[src/rtl/sram_address_if.sv]
// ----------------------------------------------------------------------------
// sram_address_if : broadcast bus between the SRAM top level and one word
// Revision: 1.0
// ----------------------------------------------------------------------------
`default_nettype none

interface sram_address_if #(
  parameter int DATA_WIDTH = 32
);
  localparam int NUM_BYTES = DATA_WIDTH / 8;

  logic                  WL;
  logic [NUM_BYTES-1:0]  byte_sel;
  logic [DATA_WIDTH-1:0] datain;
  logic [DATA_WIDTH-1:0] dataout;
  logic                  read_pulse;
  logic                  write_pulse;

  modport master (
    output WL, byte_sel, datain, read_pulse, write_pulse,
    input  dataout
  );

  modport slave (
    input  WL, byte_sel, datain, read_pulse, write_pulse,
    output dataout
  );
endinterface

`default_nettype wire

[src/rtl/sram_address.sv]
// ----------------------------------------------------------------------------
// sram_address : one SRAM word of byte-writable lanes with registered readout
// Revision: 1.0
// ----------------------------------------------------------------------------
`default_nettype none

module sram_address #(
  parameter int DATA_WIDTH = 32,
  parameter int NUM_BYTES  = DATA_WIDTH / 8
) (
  input  wire logic      clk,
  input  wire logic      rst,
  sram_address_if.slave  bus
);

  logic [7:0]            mem_q [NUM_BYTES];
  logic [7:0]            mem_d [NUM_BYTES];
  logic [DATA_WIDTH-1:0] dataout_q;
  logic [DATA_WIDTH-1:0] dataout_d;
  logic [DATA_WIDTH-1:0] rd_data;
  logic                  wr_en;
  logic                  rd_en;

  // A write wins over a simultaneous read; the read is dropped entirely.
  assign wr_en = bus.WL & bus.write_pulse;
  assign rd_en = bus.WL & bus.read_pulse & ~bus.write_pulse;

  for (genvar k = 0; k < NUM_BYTES; k++) begin : g_lane
    assign mem_d[k] = (wr_en && bus.byte_sel[k]) ? bus.datain[8*k +: 8] : mem_q[k];
    assign rd_data[8*k +: 8] = bus.byte_sel[k] ? mem_q[k] : 8'h00;
  end

  always_comb begin
    dataout_d = dataout_q;
    if (rd_en) begin
      dataout_d = rd_data;
    end
  end

  always_ff @(posedge clk or posedge rst) begin
    if (rst) begin
      for (int k = 0; k < NUM_BYTES; k++) begin
        mem_q[k] <= 8'h00;
      end
      dataout_q <= '0;
    end else begin
      for (int k = 0; k < NUM_BYTES; k++) begin
        mem_q[k] <= mem_d[k];
      end
      dataout_q <= dataout_d;
    end
  end

  assign bus.dataout = dataout_q;

endmodule

`default_nettype wire

[src/flat_wrapper.sv]
// flat-port wrapper written by rule: the top's interface ports become plain ports
module sram_address_flat 
#(
  parameter int DATA_WIDTH = 32,
  parameter int NUM_BYTES  = DATA_WIDTH / 8
)
  (clk, rst, bus_WL, bus_byte_sel, bus_datain, bus_read_pulse, bus_write_pulse, bus_dataout);
  sram_address_if #(.DATA_WIDTH(DATA_WIDTH)) bus_i ();
  input  wire logic clk;
  input  wire logic rst;
  input wire logic [$bits(bus_i.WL)-1:0] bus_WL;
  input wire logic [$bits(bus_i.byte_sel)-1:0] bus_byte_sel;
  input wire logic [$bits(bus_i.datain)-1:0] bus_datain;
  input wire logic [$bits(bus_i.read_pulse)-1:0] bus_read_pulse;
  input wire logic [$bits(bus_i.write_pulse)-1:0] bus_write_pulse;
  output wire logic [$bits(bus_i.dataout)-1:0] bus_dataout;
  assign bus_i.WL = bus_WL;
  assign bus_i.byte_sel = bus_byte_sel;
  assign bus_i.datain = bus_datain;
  assign bus_i.read_pulse = bus_read_pulse;
  assign bus_i.write_pulse = bus_write_pulse;
  assign bus_dataout = bus_i.dataout;
  sram_address #(.DATA_WIDTH(DATA_WIDTH), .NUM_BYTES(NUM_BYTES)) u_core (.clk(clk), .rst(rst), .bus(bus_i));
endmodule
[config.mk]
export PLATFORM = sky130hd
export DESIGN_NAME = sram_address_flat
export DESIGN_NICKNAME = d
export VERILOG_FILES = /design/src/rtl/sram_address_if.sv /design/src/rtl/sram_address.sv /design/src/flat_wrapper.sv
export SDC_FILE = /design/constraint.sdc
export NUM_CORES = 1
export LEC_CHECK = 0
export ABC_AREA = 1
export CORE_MARGIN = 5
export CORE_UTILIZATION = 45
export CTS_BUF_LIST = sky130_fd_sc_hd__clkbuf_8
export CTS_CLUSTER_DIAMETER = 40
export CTS_CLUSTER_SIZE = 12
export DETAILED_ROUTE_END_ITERATION = 16
export GPL_ROUTABILITY_DRIVEN = 0
export PLACE_DENSITY = 0.86
export SYNTH_ARGS = -nofsm -noshare
export SYNTH_HDL_FRONTEND = slang
export SYNTH_SLANG_ARGS = --single-unit
[constraint.sdc]
create_clock -name clk -period 1.7 [get_ports clk]
set_input_delay 0.255 -clock clk [delete_from_list [all_inputs] [get_ports clk]]
set_output_delay 0.255 -clock clk [all_outputs]
set_load 0.05 [all_outputs]
==> results_dict.tcl, run 1 <==
set metrics [dict create \
    critical_path.max_fanout 22 \
    antenna_violating_nets_post_route 0 \
    wl_met1_mm 2.51 \
    power_density_nw_per_um2 1100 \
    final_hold_viol_count 0 \
    netlist_instances 348 \
    report.final.slew_viol_count 0 \
    multi_input_comb_area_sq_um 927 \
    share_of_cells_above_drive_strength_1 0.137 \
    design.die.area_sq_um 7700 \
    rsz0062_at_grt "no" \
    worst_setup_path_end_kind "flip-flop" \
    max-clock-path-buffers 2 \
    fin_setup_tns_ns 0 \
    cp_data_arrival_time_ns 1.55 \
    cts_num_sinks 64 \
    drt_first_iter_violations 111 \
    synth_enable_flop_cells 0 \
    dp_hpwl_mm 4.28 \
    max_cap_violations 0 \
    period_utilization 0.758 \
    wire_length_of_the_first_global_routing_pass_mm 10.1 \
    drcViolationCount 0 \
    h-tree-depth 3 \
    drtPass1Iterations 4 \
    setup_violations 0 \
    antenna_found_initial 0 \
    top_layer_used "met4" \
    area_growth_syn_to_layout_pct 34.3 \
    yosys_register_bits 64 \
    drt-vias-per-instance 4.42 \
    maxClockFrequency_mhz 776 \
    netlist_area_sq_um 2720 \
    pin_count 73 \
    final_period_demand_of_the_worst_path_ns 1.29 \
    core_region_area_sq_um 5890 \
    synth_nets 389 \
    synthDominantCellAreaShare 0.589 \
    netlist_top_cells_count "sky130_fd_sc_hd__nand2_1, sky130_fd_sc_hd__dfrtp_1, sky130_fd_sc_hd__inv_1" \
    io_buffer_count 72 \
    timing.hold.worst.class "input port to async pin" \
    yosys.cell_types.count 8 \
    track_usage 0.173 \
    met3_wirelength_um 324 \
    ys_dominant_reg_cell "sky130_fd_sc_hd__dfrtp_1" \
    register_area_sq_um 1600 \
    die_w_um 87.8 \
    critical_path.cell_chain "clkdlybuf4s50_1 -> nand2_1 -> nor2_2 -> buf_4 -> nand2_1 -> nand2_1" \
    cellLeakagePower_nw 2.20 \
    relSlewSlack 0.779 \
    grt.overflow.total 0 \
    crit_path_category "input port to flip-flop" \
    post_cts_hold_buffer_count 0 \
    nets 470 \
    postCtsResizedCells 0 \
    cts-root-buf "sky130_fd_sc_hd__clkbuf_8" \
    wl_mm 5.99 \
    power_w 0.00402 \
    drt-wirelength-per-cell_um 11.8 \
    postCtsSetupBuffers 0 \
    cts_buffers 9 \
    vias 2234 \
    fillCellCount 534 \
    synth_async_sr_flop_share 1.00 \
    cp.required_ns 1.96 \
    tritoncts "built" \
    crit_path_frequent_cell "sky130_fd_sc_hd__nand2_1" \
    clkLatencyLatePin_ns 0.33 \
    post_synth_main_area_contributors "sky130_fd_sc_hd__dfrtp_1, sky130_fd_sc_hd__nand2_1, sky130_fd_sc_hd__inv_1" \
    timing.critical_path.slowest_stage_cell "sky130_fd_sc_hd__clkdlybuf4s50_1" \
    synthDominantAreaCellType "sky130_fd_sc_hd__dfrtp_1" \
    clkTransAtPathRegs_ns 0.07 \
    worst_pin_slew_ns 0.331 \
    outcome "finished, final reports clean" \
    worst_setup_path_start_kind "input port" \
    post_synth.cell_area_avg_sq_um 7.82 \
    grt_start_max_net_pins 65 \
    number_of_antenna_cells_inserted 0 \
    crit_path_max_incr_delay_ns 0.63 \
    placement_rows 28 \
    start_util 0.462 \
    synthMostInstantiatedCell "sky130_fd_sc_hd__nand2_1" \
    final.setup_skew_ns 0.00639 \
    yosys_warnings 0 \
    met2_wirelength_mm 3.02 \
    vdd.ir_drop.worst_v 0.000603 \
    dieHeight_um 87.8 \
    grt_pass1_vias 2157 \
    synth-seq-area-share 0.589 \
]
==> placed cells by master, fill, tap and decap left out <==
cell type,count
sky130_fd_sc_hd__nand2_1,225
sky130_fd_sc_hd__clkbuf_8,11
sky130_fd_sc_hd__nand3_1,5
sky130_fd_sc_hd__nand2_2,1
sky130_fd_sc_hd__inv_1,38
sky130_fd_sc_hd__nor2_2,1
sky130_fd_sc_hd__buf_4,38
sky130_fd_sc_hd__clkinv_2,1
sky130_fd_sc_hd__clkdlybuf4s50_1,40
sky130_fd_sc_hd__nor2_4,4
sky130_fd_sc_hd__dfrtp_1,64
sky130_fd_sc_hd__buf_12,2
sky130_fd_sc_hd__clkinvlp_4,1
==> registers in the layout, indices dropped and copies added, names as in the netlist <==
signal / count
u_core.bus.dataout: 32
u_core.mem_q: 32
==> stage by stage <==
stage          cells  hold WS [ns]  instance area, sq um  setup WS [ns]   util
6_report         506         0.342                  3650          0.412  0.621
5_1_grt          506         0.379                  3650          0.286  0.621
4_1_cts          506         0.357                  3650          0.431  0.621
3_5_place_dp     493         0.465                  3490         0.0742  0.594
3_3_place_gp     493         0.462                  3490          0.127  0.594
2_1_floorplan    348         0.365                  2730          0.759      -
==> logic make-up after synthesis <==
| group | synth area share |
|---|---|
| and+or+nand+nor | 0.341 |
| DFF | 0.589 |
| buffers and inverters | 0.0708 |
==> area by class of cell <==
class / count / share of cell area
sequential: 64 / 0.438
clock inverter: 2 / 0.00240
multi-input combinational: 236 / 0.254
inverter: 38 / 0.0401
timing repair buffer: 80 / 0.199
clock buffer: 11 / 0.0414
tap: 75 / 0.0257
==> final timing paths <==
check | start | cells after the start | to | slack [ns]
hold / removal | rst | 3 | u_core.mem_q[22]$_DFFE_PP0P_ | 0.34
max in group asynchronous | rst | 3 | u_core.mem_q[4]$_DFFE_PP0P_ | 1.08
min in group clk | bus_datain[26] | 3 | u_core.mem_q[2]$_DFFE_PP0P_ | 0.45
hold reg to reg | u_core.bus.dataout[19]$_DFFE_PP0P_ | 2 | u_core.bus.dataout[19]$_DFFE_PP0P_ | 0.48
setup / recovery | bus_WL | 6 | u_core.bus.dataout[9]$_DFFE_PP0P_ | 0.41
setup reg to reg | u_core.mem_q[17]$_DFFE_PP0P_ | 4 | u_core.bus.dataout[9]$_DFFE_PP0P_ | 0.98
==> per-layer routing <==
layer | vias up | GRT usage
met5 | - | 0
met2 | 49 | 0.286
li1 | 1168 | -
met4 | 0 | 0.0962
met3 | 9 | 0.0320
met1 | 1008 | 0.213
==> worst max-delay path, delay by kind of cell <==
family	cells	cell delay, ns
AND/OR/NAND/NOR	4	0.39
buffers and inverters	2	0.91
==> report_power, final <==
part | switching [W] | internal [W]
clock network | 0.000511 | 0.000576
registers | 0.000132 | 0.00175
logic | 0.000683 | 0.000363
total | 0.00133 | 0.00269
Note: power is estimated with default switching activity, not from simulation.
==> inputs of run 2 (changes only) <==
==> constraint.sdc (replaced) <==
create_clock -name clk -period 1 [get_ports clk]
set_input_delay 0.15 -clock clk [delete_from_list [all_inputs] [get_ports clk]]
set_output_delay 0.15 -clock clk [all_outputs]
set_load 0.05 [all_outputs]
==> run 2 against run 1 <==
Against the previous run:
- the flow now finishes with violations (negative setup slack)
- flip-flop and latch count stayed put
- sequential power is 75% higher
- clock power is 110% higher
- first-iteration DRC count is 6.3% lower
- cell count is 3.8% higher
- sequential share of layout area is 6.2 points lower
- register-to-register slack worse by 0.88 ns
- design area is 16% higher
- highest routed layer unchanged
==> results_dict.tcl, run 2 (synthesized netlist as in run 1, its figures left out) <==
set metrics [dict create \
    worstPathBufferInverterCount 1 \
    length_in_cells_of_the_worst_reg_to_reg_path 4 \
    share_of_cells_above_drive_strength_1 0.176 \
    post_cts_hold_buffer_count 0 \
    cts_num_sinks 64 \
    drcViolationCount 0 \
    fin_util 0.722 \
    drt_first_iter_violations 104 \
    global_route.usage.met2 0.324 \
    nets 486 \
    outcome "finished with violations" \
    mostFrequentLayoutCell "sky130_fd_sc_hd__nand2_1" \
    drt-wirelength-per-cell_um 12.2 \
    timing.hold.worst.class "input port to async pin" \
    cp_data_arrival_time_ns 0.92 \
    start_util 0.462 \
    fin_ws_ns -0.0742 \
    grt.overflow.total 0 \
    report.final.slew_viol_count 0 \
    cts-root-buf "sky130_fd_sc_hd__clkbuf_8" \
    antenna_violating_nets_post_route 0 \
    area_growth_syn_to_layout_pct 56.2 \
    worst_setup_path_end_kind "output port" \
    crit_path_max_incr_delay_ns 0.43 \
    wl_mm 6.43 \
    setup.reg_to_reg.worst_slack_ns 0.10 \
    dp_hpwl_mm 4.56 \
    reg2reg_to "u_core.bus.dataout[12]$_DFFE_PP0P_" \
    h-tree-depth 3 \
    max_cap_violations 0 \
    design.die.area_sq_um 7700 \
    placed_cells 499 \
    grt_busiest_layer "met2" \
    layoutNonFillerInstCount 525 \
    worst_hold_slack_ns 0.224 \
    grt_use_met1 0.218 \
    core_region_area_sq_um 5890 \
    vias 2384 \
    clkLatencyLatePin_ns 0.33 \
    worst_setup_path_start_kind "flip-flop" \
    final.setup_skew_ns 0.00335 \
    commonest_cells_after_routing_fill_and_taps_aside "sky130_fd_sc_hd__nand2_1, sky130_fd_sc_hd__dfrtp_1, sky130_fd_sc_hd__inv_1, sky130_fd_sc_hd__clkdlybuf4s50_1, sky130_fd_sc_hd__buf_12" \
    failed_checks "negative setup slack" \
    cpLargestDelayFamily "flip-flops" \
    antenna_found_initial 0 \
    gr-usage-met3 0.0263 \
    crit_path_category "flip-flop to output port" \
    max-clock-path-buffers 2 \
    tritoncts "built" \
    placement_rows 28 \
    fillCellCount 439 \
    postLayoutCellArea_sq_um 4250 \
    dieHeight_um 87.8 \
    vdd.ir_drop.worst_v 0.00115 \
    wire_length_of_the_first_global_routing_pass_mm 10.7 \
    placed_cell_area_sq_um 3940 \
    cp.required_ns 0.85 \
    clkTransAtPathRegs_ns 0.07 \
    maxClockFrequency_mhz 931 \
    fin_setup_tns_ns -1.62 \
    timing.critical_path.slowest_stage_cell "sky130_fd_sc_hd__dfrtp_1" \
    final_hold_viol_count 0 \
    grt_pass1_vias 2383 \
    drtPass1Iterations 5 \
    drt-vias-per-instance 4.54 \
    grt_start_max_net_pins 36 \
    final_period_demand_of_the_worst_path_ns 1.07 \
    die_w_um 87.8 \
    io_buffer_count 72 \
    rsz0062_at_grt "yes" \
    power_density_nw_per_um2 1880 \
    critical_path.cell_chain "buf_12" \
    number_of_antenna_cells_inserted 0 \
    setup_violations 32 \
    cellLeakagePower_nw 2.42 \
    critical_path.max_fanout 2 \
    pin_count 73 \
    critical_path_depth 1 \
    rr_startpoint "u_core.bus.dataout[12]$_DFFE_PP0P_" \
    track_usage 0.183 \
    period_utilization 1.07 \
    cts_buffers 9 \
    relSlewSlack 0.777 \
    worst_pin_slew_ns 0.334 \
]
run 2: changes by cell type in the layout (fill, tap and decap cells not counted), sizes merged:
cell           previous run  this run
bufinv                    0         1
dlygate4sd2               0         2
clkbuf                   11        13
clkdlybuf4s50            40        38
buf                      40        56
run 2: repair_timing:
action	4_1_cts	5_1_grt
buffers inserted	5	5
endpoints found under the setup margin	96	35
gates resized for setup	3	4
run 2: worst max-delay path by stage:
| stage | start | to | slack (ns) |
|---|---|---|---|
| 6_report | u_core.bus.dataout[31]$_DFFE_PP0P_ | bus_dataout[31] | -0.07 |
| 5_1_grt | u_core.bus.dataout[5]$_DFFE_PP0P_ | bus_dataout[5] | -0.11 |
| 4_1_cts | u_core.bus.dataout[5]$_DFFE_PP0P_ | bus_dataout[5] | -0.1 |
| 3_5_place_dp | bus_write_pulse | u_core.mem_q[12]$_DFFE_PP0P_ | -0.52 |
| 3_3_place_gp | bus_write_pulse | u_core.mem_q[9]$_DFFE_PP0P_ | -0.45 |
| 2_1_floorplan | rst | u_core.bus.dataout[0]$_DFFE_PP0P_ | 0.16 |
run 2: layer usage:
| metal | share of wire | wire length (um) | up-vias |
|---|---|---|---|
| li1 | - | - | 1206 |
| met1 | 0.39 | 2520 | 1096 |
| met2 | 0.54 | 3470 | 76 |
| met3 | 0.058 | 372 | 6 |
| met4 | 0.011 | 70 | 0 |
| met5 | 0 | 0 | - |
run 2: stage by stage:
stage                     setup WS [ns]  total power, W
final                           -0.0742         0.00798
after global routing             -0.115         0.00835
after CTS                       -0.0958         0.00799
after detailed placement         -0.518         0.00561
after global placement           -0.445         0.00555
after floorplan                   0.164         0.00437
run 2: final cells by class:
type	count	area, sq um	share of cell area
flip-flops and latches	64	1600	0.377
repair buffers	96	1250	0.295
multi-input cells	236	937	0.220
clock buffers	13	179	0.0421
inverters	38	146	0.0344
well taps	75	93.8	0.0221
clock inverters	3	38.8	0.00912
run 2: power by group:
part | internal [W] | switching [W]
sequential | 0.00298 | 0.000315
clock | 0.00141 | 0.000918
combinational | 0.00115 | 0.00121
